[src/rtl/game_round_ctrl.sv]
// Game-round controller: turns the seconds counter's BCD elapsed time into a
// round state machine, a BCD time-remaining display and a gated 3-digit BCD score.
module game_round_ctrl #(
  parameter int GAME_SECONDS = 60
) (
  input  logic        ClockIn,
  input  logic        Reset,
  input  logic        Start,
  input  logic        Hit,
  input  logic [3:0]  TensIn,
  input  logic [3:0]  OnesIn,
  output logic        CounterReset,
  output logic        GameActive,
  output logic        GameOver,
  output logic [3:0]  TimeLeftTens,
  output logic [3:0]  TimeLeftOnes,
  output logic [11:0] Score
);

  typedef enum logic [1:0] {
    IDLE    = 2'd0,
    ARM     = 2'd1,
    PLAYING = 2'd2,
    OVER    = 2'd3
  } state_e;

  localparam logic [6:0] GameSecs = 7'(GAME_SECONDS);
  localparam logic [3:0] GsTens   = 4'(GAME_SECONDS / 10);
  localparam logic [3:0] GsOnes   = 4'(GAME_SECONDS % 10);

  state_e      state_q, state_d;
  logic        start_q, hit_q;
  logic        counter_reset_q, counter_reset_d;
  logic        game_active_q, game_active_d;
  logic        game_over_q, game_over_d;
  logic [3:0]  tl_tens_q, tl_tens_d;
  logic [3:0]  tl_ones_q, tl_ones_d;
  logic [11:0] score_q, score_d;

  logic       start_edge, hit_edge, time_up;
  logic [3:0] tens_c, ones_c;
  logic [6:0] elapsed, remaining;

  // BCD increment with per-digit carry; caller handles saturation at 999.
  function automatic logic [11:0] bcd_inc(input logic [11:0] val);
    logic [11:0] res;
    logic        carry;
    res   = val;
    carry = 1'b1;
    for (int d = 0; d < 3; d++) begin
      if (carry) begin
        if (val[d*4 +: 4] == 4'd9) begin
          res[d*4 +: 4] = 4'd0;
        end else begin
          res[d*4 +: 4] = val[d*4 +: 4] + 4'd1;
          carry         = 1'b0;
        end
      end
    end
    return res;
  endfunction

  // NOTE: every signal written here gets a default first, so no path can
  // leave it unassigned and infer a latch.
  always_comb begin
    start_edge = Start & ~start_q;
    hit_edge   = Hit & ~hit_q;

    tens_c    = (TensIn > 4'd9) ? 4'd9 : TensIn;
    ones_c    = (OnesIn > 4'd9) ? 4'd9 : OnesIn;
    elapsed   = {3'b000, tens_c} * 7'd10 + {3'b000, ones_c};
    time_up   = (elapsed >= GameSecs);
    remaining = time_up ? 7'd0 : (GameSecs - elapsed);

    state_d = state_q;
    unique case (state_q)
      IDLE:    if (start_edge) state_d = ARM;
      ARM:     state_d = PLAYING;
      PLAYING: if (time_up) state_d = OVER;
      OVER:    if (start_edge) state_d = ARM;
      default: state_d = IDLE;
    endcase

    // A hit only counts if the round is still running after this edge.
    score_d = score_q;
    if (state_d == ARM) begin
      score_d = 12'h000;
    end else if (state_q == PLAYING && state_d == PLAYING && hit_edge &&
                 score_q != 12'h999) begin
      score_d = bcd_inc(score_q);
    end

    // Outputs are derived from the next state so they line up with it.
    counter_reset_d = (state_d != PLAYING);
    game_active_d   = (state_d == PLAYING);
    game_over_d     = (state_d == OVER) && (state_q != OVER);
    tl_tens_d       = GsTens;
    tl_ones_d       = GsOnes;
    unique case (state_d)
      PLAYING: begin
        tl_tens_d = 4'(remaining / 7'd10);
        tl_ones_d = 4'(remaining % 7'd10);
      end
      OVER: begin
        tl_tens_d = 4'd0;
        tl_ones_d = 4'd0;
      end
      default: ;
    endcase
  end

  // NOTE: sequential state uses non-blocking assignments only, so every
  // register samples the pre-edge values regardless of statement order.
  always_ff @(posedge ClockIn) begin
    if (Reset) begin
      state_q         <= IDLE;
      start_q         <= 1'b0;
      hit_q           <= 1'b0;
      counter_reset_q <= 1'b1;
      game_active_q   <= 1'b0;
      game_over_q     <= 1'b0;
      tl_tens_q       <= GsTens;
      tl_ones_q       <= GsOnes;
      score_q         <= 12'h000;
    end else begin
      state_q         <= state_d;
      start_q         <= Start;
      hit_q           <= Hit;
      counter_reset_q <= counter_reset_d;
      game_active_q   <= game_active_d;
      game_over_q     <= game_over_d;
      tl_tens_q       <= tl_tens_d;
      tl_ones_q       <= tl_ones_d;
      score_q         <= score_d;
    end
  end

  assign CounterReset = counter_reset_q;
  assign GameActive   = game_active_q;
  assign GameOver     = game_over_q;
  assign TimeLeftTens = tl_tens_q;
  assign TimeLeftOnes = tl_ones_q;
  assign Score        = score_q;

endmodule

[config.mk]
export PLATFORM = sky130hd
export DESIGN_NAME = game_round_ctrl
export DESIGN_NICKNAME = d
export VERILOG_FILES = /design/src/rtl/game_round_ctrl.sv
export SDC_FILE = /design/constraint.sdc
export NUM_CORES = 1
export LEC_CHECK = 0
export BUFFER_PORTS_ARGS = -buffer_cell sky130_fd_sc_hd__buf_2
export CORE_UTILIZATION = 40
export CTS_CLUSTER_DIAMETER = 100
export DETAILED_ROUTE_END_ITERATION = 10
export MAX_ROUTING_LAYER = met4
export PLACE_DENSITY_LB_ADDON = 0.15
export SYNTH_ARGS = -nofsm -noshare
export SYNTH_HDL_FRONTEND = slang
export SYNTH_SLANG_ARGS = --single-unit
[constraint.sdc]
create_clock -name ClockIn -period 11.86 [get_ports ClockIn]
set_clock_uncertainty 0.15 [all_clocks]
set_input_delay 1.779 -clock ClockIn [delete_from_list [all_inputs] [get_ports ClockIn]]
set_output_delay 1.779 -clock ClockIn [all_outputs]
set_load 0.05 [all_outputs]
# Word level (Yosys, flattened, before mapping)
# Index checks and enable logic that the tools add are counted.
# W data, S select, Z words.
[classes] mul=1 bitwise_logic=5 reduce_logical=10 magnitude_cmp=3 mux=17 div_mod_pow=2 eq_ne=12 add_sub_neg=5
[ops] op="$mux W4" count=5
[ops] op="$add A4 B1 Y4 const B" count=3
[ops] op="$eq A4 B4 Y1 const B" count=3
[ops] op="$ne A12 B12 Y1 const B" count=1
[ops] op="$eq A2 B2 Y1 const B" count=4
[ops] op="$gt A4 B4 Y1 const B" count=2
[ops] op="$pmux W4 S2" count=1
[ops] op="$add A7 B4 Y7" count=1
[ops] op="$div A7 B4 Y7 const B" count=1
[ops] op="$ge A7 B6 Y1 const B" count=1
[ops] op="$mod A7 B4 Y7 const B" count=1
[ops] op="$mux W1" count=7
[ops] op="$mux W7" count=1
[ops] op="$sub A6 B7 Y7 const A" count=1
[ops] op="$mul A4 B3 Y6 const B" count=1
[ops] op="$pmux W2 S3" count=1
[ops] op="$reduce_or A2 Y1" count=3
[ops] op="$eq A2 B1 Y1 const B" count=2
[ops] op="$logic_and A1 B1 Y1" count=4
[ops] op="$mux W2" count=2
[ops] op="$ne A2 B2 Y1 const B" count=2
[ops] op="$reduce_and A2 Y1" count=2
[ops] op="$not A1 Y1" count=3
[ops] op="$and A1 B1 Y1" count=2
[ops] op="$logic_not A2 Y1" count=1
[totals] register_bits=27 out_inout_bits=23 input_bits=12

# Depth between registers and ports, before layout
[logic_depth] word_depth=17 mapped_depth=18 ltp_nobuf=17

# Least setup slack after synthesis
# Ideal clock, no wire load.
[synth_timing] kind="in2reg" start="in TensIn[3]" end="reg tl_ones_q[1] (netlist: TimeLeftOnes[1])" setup_ns=0.072 slack_ns=6.381 path_stages=16 t_arrival_ns=5.258 n_path_buf=0 path_cell_list="and2b_1 -> ha_1 -> ha_1 -> fa_1 -> a21boi_0 -> o2bb2ai_2 -> o221ai_1 -> a31oi_2 -> mux2i_1 -> nor2_1 -> nor2_1 -> ha_1 -> inv_1 -> a211oi_1 -> a2bb2oi_2 -> mux2i_1"
[synth_between] elab_chain_cells=10 elab_cells_between_ends=13
[synth_lines] element="from (decl)" line="10" source="input logic [3:0] TensIn,"
[synth_lines] element="$gt A4 B4 Y1" line="69" source="tens_c = (TensIn > 4'd9) ? 4'd9 : TensIn;"
[synth_lines] element="$mux W4 *" line="69"
[synth_lines] element="$mul A4 B3 Y6 *" line="71" source="elapsed = {3'b000, tens_c} * 7'd10 + {3'b000, ones_c};"
[synth_lines] element="$add A7 B4 Y7 *" line="71"
[synth_lines] element="branches (longest 6 deep; another with $sub A6 B7 Y7)"
[synth_lines] element="to (signal assigned)" line="123" source="tl_ones_q <= GsOnes;"
[synth_lines] element="to (signal assigned)" line="133" source="tl_ones_q <= tl_ones_d;"
[synth_lines] element="to (decl)" line="37" source="logic [3:0] tl_ones_q, tl_ones_d;"
# Every way passes the cells marked *.
# A chain may end at the register's enable or synchronous reset.

# Worst setup path in the final report
# Ends and elaborated chain as after synthesis.

==> results by group <==
Power and ir drop
  – Power Internal: 192 uW
  – Sequential share of power: 0.314
  – Switching Power: 166 uW
  – Leakage: 0.936 nW
  – Switching portion of total power: 0.464
  – Clock power share: 0.141
  – Power Density: 161 mW/mm^2
  – Combinational share of power: 0.545
  – Tot Pwr: 358 uW
  – Peak supply drop: 79.9 uV

Run status
  – Status: complete, no violations

Timing
  – Highest Clock Rate: 172 MHz
  – Final Cycle Share: 0.489
  – Worst hold margin: 0.355 ns
  – Setup TNS: 0 ns
  – Slew Limit Fails: 0
  – Slew headroom: 0.577
  – Unrepaired setup endpoints after global routing: no
  – Final Hold Fails: 0
  – Final-report setup violation count: 0
  – Measured slew at the worst slew-check pin: 0.629 ns
  – Fin crit period: 5.80 ns

Synthesis
  – Synth unique cells: 57
  – Synth Flop Type: dfxtp_1
  – Synth Area in Simple Gates: 0.231
  – Seq/Total Area, Yosys: 0.275
  – Mean Syn Cell Area: 8.52 sq um
  – Complex-gate fraction of the synthesized area: 0.280
  – Post-synthesis mux area share: 0.0312
  – Post-synth ARST share: 0
  – Post-Synth XOR/XNOR Area: 0.0356
  – Synthesized cell area: 0.00197 sq mm
  – Syn nets: 257
  – Cell taking the most area after synthesis: dfxtp_1
  – Synth top area cells: dfxtp_1 27%, ha_1 7.6%, a21oi_1 3.6%
  – Post-synth EDFFs: 0
  – Syn Inst Count: 231
  – Synth Area in Adders: 0.0966
  – Largest family of logic cells by synthesized area: compound AO/OA/AOI/OAI gates
  – Synth warn: 0
  – Synth top area share: 0.275
  – FF+latch count, synth: 27

Drt
  – Vias/cell: 5.28
  – DRC viols: 0
  – Drt wl/cell: 11.8 um
  – Via count: 1738
  – Initial DRC count: 88
  – Post-Route WL: 3890 um
  – Drt pass-1 iters: 4
  – Routed Antenna Nets: 0

Worst hold path
  – Worst Hold Class: reg2reg

Critical path
  – CP cell instances: buf_2 > and2b_1 > ha_1 > ha_1 > fa_1 > a21boi_0 > o2bb2ai_2 > o221ai_1 > a31oi_2 > mux2i_1 > nor2_1 > nor2_1 > ha_1 > inv_1 > a211oi_1 > a2bb2oi_2 > mux2i_1
  – Crit. End Element: flop
  – Worst path required time: 11.91 ns
  – Max Fanout on Critical Path: 10
  – CP arrival: 5.84 ns
  – Startpoint types: input port
  – Worst path slowest cell: fa_1
  – CP most frequent cell: ha_1
  – Crit path kind: in2reg
  – CP max stage delay: 0.56 ns

CTS
  – Htree depth: 1
  – Clock Tree Buf Depth: 2
  – Post-CTS Setup Repair Bufs: 0
  – CTS Buf Count: 3
  – TritonCTS clock tree: done
  – Worst-Skew Late Latency: 0.27 ns
  – Clock-pin slew on the worst setup and hold paths: 0.09 ns
  – Post-CTS sizing: 0
  – Root buffer cell: clkbuf_8
  – # clock sinks: 27
  – Hold_buf cts: 0

Cells and area
  – # diodes: 0
  – # fillers: 496
  – Synthesis-to-layout area growth: 13.0%
  – Layout cells sized above 1: 0.202
  – Layout Utilization: 0.471
  – Layout Nets: 289
  – Finished Cell Area: 0.00222 sq mm

GRT
  – Grt peak-use layer: met2
  – Grt met1 use: 0.236
  – Grt met3 use: 0.0292
  – Largest net degree at the start of global routing: 15
  – Vias in the first global route: 1478
  – First-pass GRT wire length: 6690 um
  – Initial antenna violation count: 0
  – Total gr overflow: 0
  – Tot GR Track Use: 0.164
  – Grt met2 use: 0.237

Placement
  – Post-DP HPWL: 3060 um
  – Port bufs: 34
  – RePlAce Congestion: 0.825
  – Placement-stage cell area: 0.00218 sq mm

Die
  – Core Area: 0.00472 sq mm
  – Chip height: 72.1 um
  – Starting density of the core: 0.417
  – Ports: 35
  – Overall die area: 0.00520 sq mm
  – Std-Cell Rows: 25
  – Die Wd: 72.1 um

Run
  – MaxCap Viol Count: 0
-- power by group through the flow --
stage	combinational [mW]	clock, mW	sequential, mW
6_report	0.195	0.0506	0.112
5_1_grt	0.213	0.0576	0.114
2_1_floorplan	0.118	0	0.155
3_3_place_gp	0.194	0	0.114
3_5_place_dp	0.195	0	0.114
4_1_cts	0.195	0.0539	0.112
-- synth_stat cells, drive strengths merged, types with 3 or more instances --
cell type and number:
a211oi 4, a21o 3, a21oi 15, buf 4, clkbuf 3, dfxtp 27
ha 12, inv 15, mux2i 5, nand2 10, nand2b 9, nand3 3
nand4b 3, nor2 15, nor2b 8, nor3 11, o211a 3, o211ai 7
o21a 3, o21ai 13, o22ai 3, o31ai 4, or2 4, or3 5
or4 3, xnor2 6
-- routing by layer --
| layer | share of wire | routed length [um] |
|---|---|---|
| met2 | 0.42 | 1620 |
| met4 | 0.0064 | 25 |
| met5 | 0 | 0 |
| met3 | 0.029 | 113 |
| met1 | 0.55 | 2130 |
-- per-stage QoR --
| stage | std cells | setup WS (ns) |
|---|---|---|
| after floorplan | 231 | 6.38 |
| after global placement | 325 | 5.98 |
| after detailed placement | 325 | 5.79 |
| after CTS | 329 | 6.06 |
| after global routing | 329 | 5.77 |
| final | 329 | 6.06 |
-- area by class of cell --
| type | instances | area, sq um | area share |
|---|---|---|---|
| timing repair buffer | 34 | 170 | 0.0765 |
| sequential | 27 | 541 | 0.243 |
| multi-input combinational | 182 | 1330 | 0.597 |
| clock buffer | 4 | 45.0 | 0.0203 |
| inverter | 15 | 56.3 | 0.0253 |
| tap | 67 | 83.8 | 0.0377 |
-- sequential cells by signal, indices dropped and copies added, names as in the netlist --
register / cells
start_q: 1
TimeLeftOnes: 4
Score: 12
hit_q: 1
GameActive: 1
state_q: 2
GameOver: 1
CounterReset: 1
TimeLeftTens: 4
-- cell usage in the layout (no fill, tap or decap), types with 2 or more instances in the layout --
| cell | synthesis | layout |
|---|---|---|
| a211o_1 | 2 | 2 |
| a211oi_1 | 4 | 4 |
| a21o_1 | 2 | 2 |
| a21oi_1 | 14 | 14 |
| and2b_1 | 2 | 2 |
| and3_1 | 2 | 2 |
| buf_2 | 2 | 34 |
| clkbuf_8 | 0 | 3 |
| dfxtp_1 | 27 | 27 |
| fa_1 | 2 | 2 |
| ha_1 | 12 | 12 |
| inv_1 | 15 | 15 |
| mux2i_1 | 5 | 5 |
| nand2_1 | 10 | 10 |
| nand2b_1 | 9 | 9 |
| nand3_1 | 3 | 3 |
| nand4_1 | 2 | 2 |
| nand4b_1 | 3 | 3 |
| nor2_1 | 15 | 15 |
| nor2b_1 | 8 | 8 |
| nor3_1 | 10 | 10 |
| nor4_1 | 2 | 2 |
| o211a_1 | 3 | 3 |
| o211ai_1 | 6 | 6 |
| o21a_1 | 3 | 3 |
| o21ai_0 | 13 | 13 |
| o22ai_1 | 3 | 3 |
| o31ai_1 | 4 | 4 |
| or2_2 | 4 | 4 |
| or3_1 | 5 | 5 |
| or4_1 | 3 | 3 |
| xnor2_1 | 6 | 6 |
| xor2_1 | 2 | 2 |
-- logic make-up (layout without fill, tap and decap cells) --
kind of cell / after synthesis / in the layout
AOI/OAI and AO/OA: 72 / 72
muxes: 6 / 6
buffers and inverters: 22 / 53
DFF: 27 / 27
xor gates and xnor gates: 8 / 8
and+or+nand+nor: 82 / 82
adders and majority gates: 14 / 14
-- critical path: cells and delay by family --
family	cells	cell delay [ns]
buf+inv	2	0.17
compound gates	6	1.69
mux	2	0.53
simple gates	3	0.41
fa+ha+maj	4	1.26
-- final timing paths --
| kind | slack (ns) | cells past startpoint | to | startpoint |
|---|---|---|---|---|
| worst max-delay path | 6.06 | 17 | TimeLeftOnes[1] | TensIn[3] |
| worst min-delay path | 0.35 | 2 | Score[4] | Score[4] |
| worst max register to register | 8.96 | 7 | Score[4] | state_q[0] |
| worst min register to register | 0.35 | 2 | Score[4] | Score[4] |
Power figures use the tool's default switching activity.
